==> config.mk <==
export PLATFORM = sky130hd
export DESIGN_NAME = capture_sequencer_flat
export DESIGN_NICKNAME = d
export VERILOG_FILES = /design/src/rtl/capture_sequencer_pkg.sv /design/src/rtl/capture_sequencer_if.sv /design/src/rtl/capture_sequencer_sample_counter.sv /design/src/rtl/capture_sequencer.sv /design/src/flat_wrapper.sv
export SDC_FILE = /design/constraint.sdc
export NUM_CORES = 1
export LEC_CHECK = 0
export CORE_MARGIN = 2
export CORE_UTILIZATION = 60
export CTS_CLUSTER_SIZE = 30
export DETAILED_ROUTE_END_ITERATION = 10
export PLACE_DENSITY = 0.83
export RECOVER_POWER = 100
export SETUP_SLACK_MARGIN = 0.3
export SLEW_MARGIN = 30
export SYNTH_ARGS = -nofsm -noshare
export SYNTH_HDL_FRONTEND = slang
export SYNTH_SLANG_ARGS = --single-unit
==> constraint.sdc <==
create_clock -name clock -period 8 [get_ports clock]
set_input_delay 2.4 -clock clock [delete_from_list [all_inputs] [get_ports clock]]
set_output_delay 2.4 -clock clock [all_outputs]
set_load 0.01 [all_outputs]
==> src/rtl/capture_sequencer_pkg.sv <==
// Shared types for the capture sequencer: the acquisition state encoding and
// small state-classification helpers used by the write path and status decode.
package capture_pkg;

    typedef enum logic [2:0] {
        IDLE = 3'd0,
        LOAD = 3'd1,
        PRE  = 3'd2,
        ARM  = 3'd3,
        WAIT = 3'd4,
        POST = 3'd5,
        DONE = 3'd6
    } capture_state_t;

    // States in which a valid sample is written into the sample RAM.
    function automatic logic is_write_state(capture_state_t s);
        return s inside {PRE, ARM, WAIT, POST};
    endfunction

    // States reported as an acquisition in progress.
    function automatic logic is_busy_state(capture_state_t s);
        return s inside {LOAD, PRE, ARM, WAIT, POST};
    endfunction

endpackage

==> src/rtl/capture_sequencer_if.sv <==
// Signal bundle between the host/trigger/RAM side (master) and the capture
// sequencer (slave).
interface capture_if #(
    parameter int ADDR_WIDTH = 12
);
    logic                  start;
    logic                  abort;
    logic                  valid;
    logic                  trig_run;
    logic [ADDR_WIDTH-1:0] pre_samples;
    logic [ADDR_WIDTH-1:0] post_samples;

    logic                  load_trigs;
    logic                  arm;
    logic                  wr_en;
    logic [ADDR_WIDTH-1:0] wr_addr;
    logic [ADDR_WIDTH-1:0] trig_addr;
    logic                  busy;
    logic                  done;

    modport master (
        output start, abort, valid, trig_run, pre_samples, post_samples,
        input  load_trigs, arm, wr_en, wr_addr, trig_addr, busy, done
    );

    modport slave (
        input  start, abort, valid, trig_run, pre_samples, post_samples,
        output load_trigs, arm, wr_en, wr_addr, trig_addr, busy, done
    );
endinterface

==> src/rtl/capture_sequencer_sample_counter.sv <==
// Loadable count-up sample counter. hit flags the increment that brings the
// count up to target, so the caller can leave its phase in that same cycle.
module sample_counter #(
    parameter int WIDTH = 12
) (
    input  logic             clock,
    input  logic             reset_n,
    input  logic             clear,
    input  logic             inc,
    input  logic [WIDTH-1:0] target,
    output logic             hit
);
    logic [WIDTH-1:0] count;
    logic [WIDTH-1:0] count_inc;

    assign count_inc = count + WIDTH'(1);
    assign hit       = inc && (count_inc == target);

    // Restart from zero at each new capture, otherwise advance once per counted sample.
    always_ff @(posedge clock or negedge reset_n) begin
        if (!reset_n) begin
            count <= '0;
        end else if (clear) begin
            count <= '0;
        end else if (inc) begin
            count <= count_inc;
        end
    end
endmodule

==> src/rtl/capture_sequencer.sv <==
// Capture sequencer: drives the trigger unit's load/arm strobes, generates
// circular sample-RAM write addresses, counts pre/post-trigger samples and
// records the address of the trigger sample.
//
//   state | meaning
//   ------+---------------------------------------------------------------
//   IDLE  | no capture; waiting for start
//   LOAD  | one cycle, load_trigs pulse to the trigger unit
//   PRE   | writing pre-trigger samples until the latched pre count is met
//   ARM   | one cycle, arm pulse; sample still written
//   WAIT  | circular writes until trig_run; trigger address captured
//   POST  | writing post-trigger samples until the latched post count is met
//   DONE  | capture complete, done held until the next accepted start
module capture_sequencer
    import capture_pkg::*;
#(
    parameter int ADDR_WIDTH = 12
) (
    input  logic     clock,
    input  logic     reset_n,
    capture_if.slave bus
);
    capture_state_t        state;
    capture_state_t        state_nxt;
    logic [ADDR_WIDTH-1:0] pre_q;
    logic [ADDR_WIDTH-1:0] post_q;
    logic [ADDR_WIDTH-1:0] wr_addr_q;
    logic [ADDR_WIDTH-1:0] trig_addr_q;
    logic                  load_trigs_q;
    logic                  arm_q;
    logic                  busy_q;
    logic                  done_q;
    logic                  start_ok;
    logic                  wr_en;
    logic                  trig_hit;
    logic                  pre_hit;
    logic                  post_hit;

    // Abort outranks start, and start is only honoured between captures.
    assign start_ok = bus.start && !bus.abort && (state == IDLE || state == DONE);
    assign wr_en    = bus.valid && !bus.abort && is_write_state(state);
    assign trig_hit = (state == WAIT) && bus.trig_run && !bus.abort;

    sample_counter #(.WIDTH(ADDR_WIDTH)) u_pre_cnt (
        .clock   (clock),
        .reset_n (reset_n),
        .clear   (start_ok),
        .inc     (wr_en && (state == PRE)),
        .target  (pre_q),
        .hit     (pre_hit)
    );

    sample_counter #(.WIDTH(ADDR_WIDTH)) u_post_cnt (
        .clock   (clock),
        .reset_n (reset_n),
        .clear   (start_ok),
        .inc     (wr_en && (state == POST)),
        .target  (post_q),
        .hit     (post_hit)
    );

    // Next-state decode; the registered strobes below are derived from it.
    always_comb begin
        state_nxt = state;
        if (bus.abort) begin
            state_nxt = IDLE;
        end else begin
            unique case (state)
                IDLE, DONE: if (bus.start) state_nxt = LOAD;
                LOAD:       state_nxt = (pre_q == '0) ? ARM : PRE;
                PRE:        if (pre_hit) state_nxt = ARM;
                ARM:        state_nxt = WAIT;
                WAIT:       if (bus.trig_run) state_nxt = (post_q == '0) ? DONE : POST;
                POST:       if (post_hit) state_nxt = DONE;
                default:    state_nxt = IDLE;
            endcase
        end
    end

    // State, registered strobes/status, latched counts and the address registers.
    always_ff @(posedge clock or negedge reset_n) begin
        if (!reset_n) begin
            state        <= IDLE;
            load_trigs_q <= 1'b0;
            arm_q        <= 1'b0;
            busy_q       <= 1'b0;
            done_q       <= 1'b0;
            pre_q        <= '0;
            post_q       <= '0;
            wr_addr_q    <= '0;
            trig_addr_q  <= '0;
        end else begin
            state        <= state_nxt;
            load_trigs_q <= (state_nxt == LOAD);
            arm_q        <= (state_nxt == ARM);
            busy_q       <= is_busy_state(state_nxt);
            done_q       <= (state_nxt == DONE);

            if (start_ok) begin
                pre_q     <= bus.pre_samples;
                post_q    <= bus.post_samples;
                wr_addr_q <= '0;
            end else if (wr_en) begin
                wr_addr_q <= wr_addr_q + ADDR_WIDTH'(1);
            end

            // The trigger sample is the one written this cycle, or the last
            // one already written if no write accompanies trig_run.
            if (trig_hit) begin
                trig_addr_q <= wr_en ? wr_addr_q : (wr_addr_q - ADDR_WIDTH'(1));
            end
        end
    end

    assign bus.wr_en      = wr_en;
    assign bus.wr_addr    = wr_addr_q;
    assign bus.trig_addr  = trig_addr_q;
    assign bus.load_trigs = load_trigs_q;
    assign bus.arm        = arm_q;
    assign bus.busy       = busy_q;
    assign bus.done       = done_q;
endmodule

==> src/flat_wrapper.sv <==
// flat-port wrapper written by rule: the top's interface ports become plain ports
module capture_sequencer_flat import capture_pkg::*;
#(
    parameter int ADDR_WIDTH = 12
)
  (clock, reset_n, bus_start, bus_abort, bus_valid, bus_trig_run, bus_pre_samples, bus_post_samples, bus_load_trigs, bus_arm, bus_wr_en, bus_wr_addr, bus_trig_addr, bus_busy, bus_done);
  capture_if #(.ADDR_WIDTH(ADDR_WIDTH)) bus_i ();
  input  logic clock;
  input  logic reset_n;
  input wire logic [$bits(bus_i.start)-1:0] bus_start;
  input wire logic [$bits(bus_i.abort)-1:0] bus_abort;
  input wire logic [$bits(bus_i.valid)-1:0] bus_valid;
  input wire logic [$bits(bus_i.trig_run)-1:0] bus_trig_run;
  input wire logic [$bits(bus_i.pre_samples)-1:0] bus_pre_samples;
  input wire logic [$bits(bus_i.post_samples)-1:0] bus_post_samples;
  output wire logic [$bits(bus_i.load_trigs)-1:0] bus_load_trigs;
  output wire logic [$bits(bus_i.arm)-1:0] bus_arm;
  output wire logic [$bits(bus_i.wr_en)-1:0] bus_wr_en;
  output wire logic [$bits(bus_i.wr_addr)-1:0] bus_wr_addr;
  output wire logic [$bits(bus_i.trig_addr)-1:0] bus_trig_addr;
  output wire logic [$bits(bus_i.busy)-1:0] bus_busy;
  output wire logic [$bits(bus_i.done)-1:0] bus_done;
  assign bus_i.start = bus_start;
  assign bus_i.abort = bus_abort;
  assign bus_i.valid = bus_valid;
  assign bus_i.trig_run = bus_trig_run;
  assign bus_i.pre_samples = bus_pre_samples;
  assign bus_i.post_samples = bus_post_samples;
  assign bus_load_trigs = bus_i.load_trigs;
  assign bus_arm = bus_i.arm;
  assign bus_wr_en = bus_i.wr_en;
  assign bus_wr_addr = bus_i.wr_addr;
  assign bus_trig_addr = bus_i.trig_addr;
  assign bus_busy = bus_i.busy;
  assign bus_done = bus_i.done;
  capture_sequencer #(.ADDR_WIDTH(ADDR_WIDTH)) u_core (.clock(clock), .reset_n(reset_n), .bus(bus_i));
endmodule
=== Yosys cells after proc, flatten, opt, wreduce, memory -nomap -nowiden ===
Index checks and enable logic that the tools add are counted.
W data, S select, Z words.

* Register bits after elaboration: 79
* Input port bits: 30
* Output and inout bits: 29
* Word-level logic and storage cells: 65

* Add/subtract/negate cells: 4
* Equality and inequality tests: 14
* Muxes and demuxes: 15
* Reductions and logical operators: 21

{| class="wikitable"
|+ Operators with widths
! cell !! number
|-
| $mux W12 || 7
|-
| $add A12 B1 Y12 const B || 3
|-
| $eq A12 B12 Y1 || 2
|-
| $logic_not A12 Y1 || 2
|-
| $eq A3 B3 Y1 const B || 6
|-
| $pmux W3 S6 || 1
|-
| $mux W3 || 5
|-
| $eq A3 B2 Y1 const B || 4
|-
| $sub A12 B1 Y12 const B || 1
|-
| $logic_and A1 B1 Y1 || 10
|-
| $eq A3 B1 Y1 const B || 2
|-
| $reduce_bool A2 Y1 || 3
|-
| $reduce_bool A5 Y1 || 1
|-
| $reduce_bool A4 Y1 || 1
|-
| $logic_not A3 Y1 || 1
|-
| $mux W2 || 1
|-
| $reduce_or A2 Y1 || 1
|-
| $logic_not A1 Y1 || 1
|-
| $logic_or A1 B1 Y1 || 1
|-
| $mux W1 || 1
|}

=== Longest topological paths before layout ===
Gate-level depths: netlist of run 1.

* Word-level depth: 10
* Mapped depth: 12
* Mapped depth without buffers: 9

=== Cells and area by module ===
From an unflattened synthesis of run 1, not the netlist that was laid out.

* Cell total of the unflattened synthesis: 443
* Area, all modules: 4429.2 um^2

{| class="wikitable"
|+ By module, submodules not included
! module !! times used !! cells each !! area an instance (um^2) !! seq. area each (um^2)
|-
| capture_sequencer || 1 || 235 || 2577.5 || 1376.3
|-
| sample_counter || 2 || 104 || 925.9 || 300.3
|}

=== Worst setup path after synthesis of run 1 ===
No wires, ideal clock.

* Path type: in2out
* Start: input bus_abort
* End: output bus_wr_en
* Arrival: 3.013 ns
* Required time: 5.600 ns
* Path slack: 2.587 ns
* Stages: 3
* Path buffers: 1
* Path through: nand2b_1 -> nor2_1 -> clkbuf_1

* Cells in the longest elaborated chain, start to end: 3

{| class="wikitable"
|+ Ends and longest elaborated chain
! what !! RTL line !! RTL
|-
| from (decl) || flat_wrapper.sv:11 || <nowiki>input wire logic [$bits(bus_i.abort)-1:0] bus_abort;</nowiki>
|-
| $logic_not A1 Y1 || capture_sequencer.sv:41 || <nowiki>assign wr_en = bus.valid && !bus.abort && is_write_state(state);</nowiki>
|-
| $logic_and A1 B1 Y1 (2 in series) || capture_sequencer.sv:41 ||
|-
| to (decl) || flat_wrapper.sv:18 || <nowiki>output wire logic [$bits(bus_i.wr_en)-1:0] bus_wr_en;</nowiki>
|}

No other way between the ends.

=== Final worst setup path of run 1 ===
Ends and elaborated chain as after synthesis.

==> run metrics, run 1 <==
status=finished, violations left; failing checks=max-capacitance violations, max-slew violations; layout overhead on the synthesized area=14.7%; Resized Gates After CTS=0; IO Port Bufs=58; DRC violations left=0; Max clock buf depth=2; clock slew at reported path FFs=0.07 ns; Cell Count, Final, Fillers Out=approximately 630; max cap viols=1; syn nets=~520; Distinct cells, synth=56; worst path arrival time=4.41 ns; clk_skew=~0.012 ns; gr ovfl total=0; data required time of the worst path=5.60 ns; pin count of the biggest net entering global routing=80; Clock Latency Late Sink=approximately 0.36 ns; relative slew slack=-169%; # Post-CTS Setup Buffers=0; first-pass GRT wire length=approximately 17 mm; register area share after synthesis=42.2%; most frequent cell after synthesis=dfrtp_1; synth cell count leaders=79 x dfrtp_1, 41 x nand2_1, 41 x nor2_1; Max Clk Rate=about 0.15 GHz; via count=a little under 4000; die area=between 8000 and 9000 sq um; routed len/inst=roughly 16 microns; CP Launch Type=primary input; pwr/cell area=between 200 and 250 nW/um^2; Min Clock Period, post-route=6.81 ns; CTS Root Cell=clkbuf_8; Synth async-reset ratio=100%; mapped cell area=about 4700 sq um; # fillers=604; Final Max Slew Viols=80; reg-to-reg endpoint=u_core.post_q[7]$_DFFE_PN0P_; Final Cycle Share=85.1%; unrepaired setup endpoints after global routing=false; DR iter-0 viols=303; clock sinks=approximately 80; GRT Overall Usage=about a quarter; Setup-failing EPs final=0; Slew @ Worst Pin=just over 4 ns; Hold Path Origin=u_core.bus.trig_addr[0]$_DFFE_PN0P_; DP Area=roughly 5300 sq um; CTS tree=yes; fin util=approximately 70%; Main synth FF type=dfrtp_1; Pre-antenna DRT Iters=5; Yosys reg bits=79; synth top area cells=dfrtp_1 42%, mux2_4 7.7%, xnor2_1 6.2%, xor2_1 3.4%, nand3_1 3.3%; Placed Cells incl. Taps=a little over 600; Crit. End Element=primary output; Min-Delay Endpoint=u_core.bus.trig_addr[0]$_DFFE_PN0P_; Ports=59; share of layout cells above drive strength 1=about 4.3%; initial antenna violation count=0; Crit Path Category=primary input to primary output; worst r2r path cells=9; critical-path maximum fanout=11; nets@finish=561; worst r2r src=u_core.state[1]$_DFF_PN0_; hold crit path type=register to register; Design Area, Final=roughly 5400 sq um; vias in the first global route=3661; H-tree Lvls=3; Initial Util=approximately three fifths; Core ar.=roughly 7600 sq um; final hold vios=0; HPWL Detailed=between 7 and 8 mm; n_diodes=0; multi-input logic area=around 2400 sq um; register area=just under 2000 sq um; Cells after Synth=489; GPL Wtd Cong=just under 0.9; Setup TNS=0 ns; Die Span X=between 90 and 100 microns; Hold Path Stages=1; reg2reg setup slack=between 3 and 4 ns; die height=92.3 microns; synth warn=0; final wirelength=slightly above 10 mm; ANT nets after route=0; CTS buffer count=9; Synth top area share=a little over two fifths; Pleak=between 2 and 2.5 nW; # rows=32; Mean Syn Cell Area=~9.6 sq um; Post-CTS Hold Fix Bufs=0; Via density=between 6 and 7; Post-synth EDFFs=0; VDD IR-drop max=between 0.1 and 0.15 mV; post-synth top area cell=dfrtp_1
[flip-flops by register name, summed over array words and instances (netlist names), 3 cells and up]
register / flops
u_core.u_pre_cnt.count: 12
u_core.state: 3
u_core.u_post_cnt.count: 12
u_core.post_q: 12
u_core.bus.wr_addr: 12
u_core.pre_q: 12
u_core.bus.trig_addr: 12
[worst max-delay path, cell delays in order]
cell           delay, ns
dlygate4sd3_1       0.59
nand2b_1            0.22
nor2_1              0.51
dlygate4sd3_1       0.69
[cells in the final DEF, fill, tap and decap left out, drive strengths merged, types with 10 or more instances in the layout]
master and instances:
nand3 31, dfrtp 79, mux2 25, nand2 41
dlygate4sd3 30, or3 10, a21oi 22, clkbuf 12
nor3 19, o21ai 24, nor2 41, clkdlybuf4s50 27
xor2 18, xnor2 33
[cell families (layout without fill, tap and decap cells)]
kind of cell / count (synthesis) / count (layout) / synth area share (%)
mux: 25 / 25 / 7.94
xor+xnor: 52 / 52 / 10.1
fa+ha+maj: 4 / 4 / 1.07
flops: 79 / 79 / 42.2
buf+inv: 41 / 84 / 4.14
compound gates: 86 / 86 / 12.1
simple gates: 202 / 202 / 22.4
[layer usage]
metal  routed length (microns)  vias to the layer above  part of all wire, %  global-route usage, %
li1                          -                     1836                    -                      -
met1                      4380                     1839                   43                   34.4
met2                      5070                      139                   50                   42.1
met3                       481                       31                  4.7                   4.72
met4                       282                        0                  2.8                   10.2
met5                         0                        -                    0                      0
[through the flow]
step	hold slack (ns)	setup WS (ns)	power, mW
after floorplan	0.506	2.59	0.877
after global placement	0.493	1.38	1.01
after detailed placement	0.503	1.35	1.03
after CTS	0.520	1.33	1.39
final	0.508	1.19	1.32
after global routing	0.538	0.793	1.40
[layout make-up]
class / instances / share of cell area, %
clock inverters: 6 / 2.19
repair buffers: 60 / 10.9
inverters: 8 / 0.559
well taps: 102 / 2.38
flip-flops and latches: 79 / 36.8
clock buffers: 10 / 2.38
multi-input cells: 369 / 44.7
[power by group]
part	leakage [nW]	switching (mW)	internal, mW
Clock	0.119	0.154	0.210
Sequential	1.03	0.0926	0.485
Combinational	1.07	0.183	0.199
[worst max path at each step]
stage | end | slack, ns | from | cells after the start
2_1_floorplan | bus_wr_en | 2.59 | bus_abort | 3
3_3_place_gp | bus_wr_en | 1.38 | bus_abort | 4
3_5_place_dp | bus_wr_en | 1.35 | bus_abort | 4
4_1_cts | bus_wr_en | 1.33 | bus_abort | 4
5_1_grt | u_core.pre_q[6]$_DFFE_PN0P_ | 0.79 | bus_abort | 10
6_report | bus_wr_en | 1.19 | bus_abort | 4
Power figures use the tool's default switching activity.
==> inputs of run 2 (changes only) <==
Settings changed: CTS_BUF_LIST set to sky130_fd_sc_hd__clkbuf_4 sky130_fd_sc_hd__clkbuf_8 sky130_fd_sc_hd__clkbuf_16, DONT_BUFFER_PORTS set to 1, PLACE_DENSITY 0.83 to 0.74.
==> run metrics, run 2 (same netlist as run 1, synthesis figures left out) <==
Pleak=1.91 nW (-14%); status=complete, no violations; initial antenna violation count=1 (+1); Final Cycle Share=74.1% (-11 points); Clock Latency Late Sink=0.36 ns (about the same); die height=92.3 microns (unchanged); vias in the first global route=3524 (-3.7%); worst r2r path cells=11 (+2); hold crit path type=register to register; clock sinks=79 (unchanged); Ports=59 (unchanged); Crit. End Element=register; # rows=32 (unchanged); CP max-delay cell=nand3_1; pwr/cell area=251 nW/um^2 (+1.9%); Initial Util=61.2% (unchanged); GPL Wtd Cong=0.922 (+3.9%); crit path cell chain=nor2b_1 -> nand3_1 -> nor4_1 -> nand4b_1 -> o41ai_1 -> o21ai_0 -> nor3_4 -> clkbuf_1 -> buf_12 -> mux2_1; clock slew at reported path FFs=0.09 ns (+0.02 ns); max cap viols=0 (-1); Min-Delay Endpoint=u_core.post_q[5]$_DFFE_PN0P_; nets@finish=504 (-10%); CP Launch Type=primary input; clk_skew=0.0120 ns (-0.000171 ns); DR iter-0 viols=234 (-23%); Post-CTS Hold Fix Bufs=0 (unchanged); final wirelength=9.76 mm (-4.4%); commonest non-fill, non-tap cell in the layout=dfrtp_1; Max Clk Rate=0.169 GHz (+15%); most frequent cells in the layout=79 x dfrtp_1, 41 x nor2_1, 41 x nand2_1; Pre-antenna DRT Iters=4 (-1); gr ovfl total=0 (unchanged); relative slew slack=45.5% (+210 points); pin count of the biggest net entering global routing=80 (unchanged); delay of the slowest critical-path stage=0.57 ns (-0.12 ns); CTS Root Cell=clkbuf_8; Min Clock Period, post-route=5.93 ns (-0.884 ns); HPWL Detailed=6.86 mm (-5.8%); GRT Overall Usage=24.7% (-1.1 points); CTS buffer count=9 (unchanged); Max clock buf depth=2 (unchanged); Slew @ Worst Pin=0.811 ns (-3.23 ns); via count=3566 (-7.3%); VDD IR-drop max=0.130 mV (-9.4%); Via density=6.17 (+1.7%); layout overhead on the synthesized area=1.95%; H-tree Lvls=3 (unchanged); Resized Gates After CTS=0 (unchanged); Final Power=1.20 mW (-9.4%); first-pass GRT wire length=16.9 mm (-3.3%); Core ar.=7650 sq um (unchanged); worst path arrival time=6.17 ns (+1.76 ns); critical-path maximum fanout=40 (+29); # Post-CTS Setup Buffers=0 (unchanged); reg-to-reg endpoint=u_core.post_q[11]$_DFFE_PN0P_; IO Port Bufs=0 (-100%); Setup-failing EPs final=0 (unchanged); Hold Path Stages=1 (unchanged); final hold vios=0 (unchanged); DRC violations left=0 (unchanged); worst r2r src=u_core.u_pre_cnt.count[0]$_DFFE_PN0P_; Setup TNS=0 ns (unchanged); Final Max Slew Viols=0 (-100%); Crit Path Category=primary input to register; CTS tree=yes; die area=8520 sq um (unchanged); data required time of the worst path=8.24 ns (+2.64 ns); ANT nets after route=0 (unchanged); routed len/inst=16.9 microns (+4.9%); unrepaired setup endpoints after global routing=false; Die Span X=92.3 microns (unchanged); Hold Path Origin=u_core.post_q[5]$_DFFE_PN0P_; share of layout cells above drive strength 1=5.05% (+0.73 points); reg2reg setup slack=3.70 ns (+0.32 ns)
## run 2: cell count changes in the layout (fill, tap and decap cells not counted), sizes merged
| cell | before | now |
|---|---|---|
| dlygate4sd3 | 30 | 0 |
| buf | 1 | 2 |
| bufinv | 3 | 1 |
| inv | 9 | 12 |
| diode | 0 | 1 |
| clkdlybuf4s50 | 27 | 0 |
| clkbuf | 12 | 10 |
## run 2: how the worst max path moves through the flow
stage                         start                             to  slack [ns]  cells after the start
after CTS                 bus_abort                      bus_wr_en        2.37                      2
after floorplan           bus_abort                      bus_wr_en        2.59                      3
after global placement    bus_valid    u_core.pre_q[1]$_DFFE_PN0P_        2.20                      9
after detailed placement  bus_valid  u_core.post_q[11]$_DFFE_PN0P_        2.19                     10
after global routing      bus_valid    u_core.pre_q[1]$_DFFE_PN0P_        1.60                     10
final                     bus_valid  u_core.post_q[11]$_DFFE_PN0P_        2.07                     10
## run 2: per-stage QoR
step | hold WS (ns) | instance area, sq um | setup WS (ns) | utilization (%) | cells
2_1_floorplan | 0.506 | 4680 | 2.59 | - | 489
3_3_place_gp | 0.535 | 4680 | 2.20 | 61.2 | 560
3_5_place_dp | 0.542 | 4690 | 2.19 | 61.3 | 561
4_1_cts | 0.566 | 4890 | 2.37 | 64.0 | 577
5_1_grt | 0.570 | 4770 | 1.60 | 62.4 | 578
6_report | 0.542 | 4770 | 2.07 | 62.4 | 578
## run 2: cell type report
type	instances	area, sq um
Sequential cell	79	1980
Inverter	8	30.0
Tap cell	102	128
Clock inverter	7	77.6
Fill cell	663	2880
Multi-Input combinational cell	369	2400
Clock buffer	9	124
Timing Repair Buffer	3	31.3
Antenna cell	1	2.50
## run 2: worst max-delay path, delay by kind of cell
family / cells / cell delay (ns)
AO/OA/AOI/OAI: 2 / 0.61
buffers and inverters: 2 / 0.76
multiplexers: 1 / 0.35
AND/OR/NAND/NOR: 5 / 2.01
## run 2: metal layers
metal	vias to the layer above	track usage, %	wire length, microns
met2	92	39.9	4700
met1	1741	33.5	4450
met5	-	0	0
li1	1718	-	-
met4	0	8.83	143
met3	15	4.56	464
## run 2: power by group
part / internal [mW] / leakage, nW / switching [mW]
clock network: 0.148 / 0.101 / 0.159
logic: 0.152 / 0.781 / 0.143
registers: 0.485 / 1.03 / 0.110
==> inputs of run 3 (changes only) <==
Settings changed: CORE_UTILIZATION 60 to 58.
Clock period 8 ns to 5.04 ns, I/O delays scaled along.
==> run metrics, run 3 (same netlist as run 1, synthesis figures left out) <==
Final Power=1.93 mW (+61%); IO Port Bufs=0 (unchanged); Ports=59 (unchanged); Post-CTS Hold Fix Bufs=0 (unchanged); Pre-antenna DRT Iters=5 (+1); GPL Wtd Cong=0.862 (-6.5%); commonest non-fill, non-tap cell in the layout=dfrtp_1; Crit Path Category=primary input to register; Max clock buf depth=2 (unchanged); via count=3603 (+1.0%); CTS tree=yes; H-tree Lvls=3 (unchanged); Setup TNS=0 ns (unchanged); Pleak=1.91 nW (-0.13%); clk_skew=0.0100 ns (-0.00198 ns); clock slew at reported path FFs=0.09 ns (about the same); Die Span X=93.8 microns (+1.6%); DRC violations left=0 (unchanged); Max Clk Rate=about 0.23 GHz; routed len/inst=17.5 microns (+3.6%); Clock Latency Late Sink=0.37 ns (about the same); final hold vios=0 (unchanged); die height=93.8 microns (+1.6%); gr ovfl total=0 (unchanged); share of layout cells above drive strength 1=5.25% (+0.20 points); Cell Count, Final, Fillers Out=578 (unchanged); Crit. End Element=register; HPWL Detailed=6.99 mm (+2.0%); vias in the first global route=3336 (-5.3%); data required time of the worst path=5.29 ns (-2.95 ns); most frequent cells in the layout=79 x dfrtp_1, 41 x nor2_1, 41 x nand2_1; pwr/cell area=403 nW/um^2 (+61%); n_diodes=0 (-1); worst path arrival time=4.52 ns (-1.65 ns); unrepaired setup endpoints after global routing=false; Final Max Slew Viols=0 (unchanged); max cap viols=0 (unchanged); Min Clock Period, post-route=4.27 ns; hold crit path type=register to register; Slew @ Worst Pin=0.917 ns (+0.106 ns); CTS buffer count=9 (unchanged); Initial Util=60.3% (-0.95 points); status=complete, no violations; VDD IR-drop max=0.183 mV (+40%); initial antenna violation count=0 (-1); nets@finish=505 (+0.20%); critical-path maximum fanout=39 (-2.5%); Core ar.=7770 sq um (+1.6%); Setup-failing EPs final=0 (unchanged); pin count of the biggest net entering global routing=80 (unchanged); relative slew slack=38.4% (-7.1 points); DR iter-0 viols=164 (-30%); Placed Cells incl. Taps=562 (+0.18%); Final Cycle Share=between 80% and 90%; layout overhead on the synthesized area=2.19%; clock sinks=79 (unchanged); Resized Gates After CTS=0 (unchanged); final wirelength=10.1 mm (+3.6%); CTS Root Cell=clkbuf_8; Via density=6.23 (+1.0%); die area=8810 sq um (+3.3%); # rows=32 (unchanged); ANT nets after route=0 (unchanged); hold slack=0.533 ns (-0.00857 ns); first-pass GRT wire length=16.5 mm (-2.6%); fin util=61.6% (-0.82 points); GRT Overall Usage=23.9% (-0.79 points); # Post-CTS Setup Buffers=0 (unchanged); CP Launch Type=primary input
-- run 3: changes by cell type in the layout (fill, tap and decap cells not counted), sizes merged --
cell and delta:
buf +1, diode -1, inv -1, clkinvlp +1
-- run 3: per-layer routing --
layer | vias to the layer above | track usage [%] | wire (microns) | part of all wire, %
met4 | 0 | 7.49 | 142 | 1.4
met2 | 132 | 37.5 | 4700 | 47
met5 | - | 0 | 0 | 0
li1 | 1717 | - | - | -
met3 | 14 | 5.38 | 740 | 7.3
met1 | 1740 | 33.1 | 4520 | 45
-- run 3: critical path: stages --
cell and delay [ns]:
nor2b_1 0.25, and2_0 0.58, nand4_1 0.17, or4_1 0.59, and2_0 0.23, o21ai_4 0.27
nor3_4 0.16, buf_4 0.36, mux2_1 0.38
-- run 3: area by class of cell --
| class | count | area [sq um] |
|---|---|---|
| fillers | 670 | 2980 |
| inverters | 8 | 30.0 |
| clock inverters | 7 | 87.6 |
| multi-input cells | 369 | 2410 |
| clock buffers | 9 | 124 |
| well taps | 102 | 128 |
| repair buffers | 4 | 26.3 |
| flip-flops and latches | 79 | 1980 |
-- run 3: worst paths after layout --
| path | cells after the start | slack, ns | to | from |
|---|---|---|---|---|
| worst min register to register | 1 | 0.53 | u_core.pre_q[5]$_DFFE_PN0P_ | u_core.pre_q[5]$_DFFE_PN0P_ |
| max in group asynchronous | 0 | 4.09 | u_core.post_q[8]$_DFFE_PN0P_ | reset_n |
| worst max register to register | 10 | 0.92 | u_core.pre_q[7]$_DFFE_PN0P_ | u_core.u_pre_cnt.count[0]$_DFFE_PN0P_ |
| min in group asynchronous | 0 | 0.83 | u_core.u_pre_cnt.count[8]$_DFFE_PN0P_ | reset_n |
| worst min-delay path | 1 | 0.53 | u_core.pre_q[5]$_DFFE_PN0P_ | u_core.pre_q[5]$_DFFE_PN0P_ |
| worst max-delay path | 9 | 0.77 | u_core.pre_q[7]$_DFFE_PN0P_ | bus_valid |
-- run 3: power by group --
group	internal (mW)	switching, mW	leakage [nW]
clock	0.238	0.269	0.0996
combinational	0.240	0.230	0.780
sequential	0.770	0.182	1.03
total	1.25	0.681	1.91
-- run 3: metrics by stage --
stage	area [sq um]	setup slack [ns]
global placement	4680	0.581
global route	4780	0.481
floorplan	4680	1.27
finish	4780	0.771
CTS	4890	0.879
detailed placement	4680	0.505
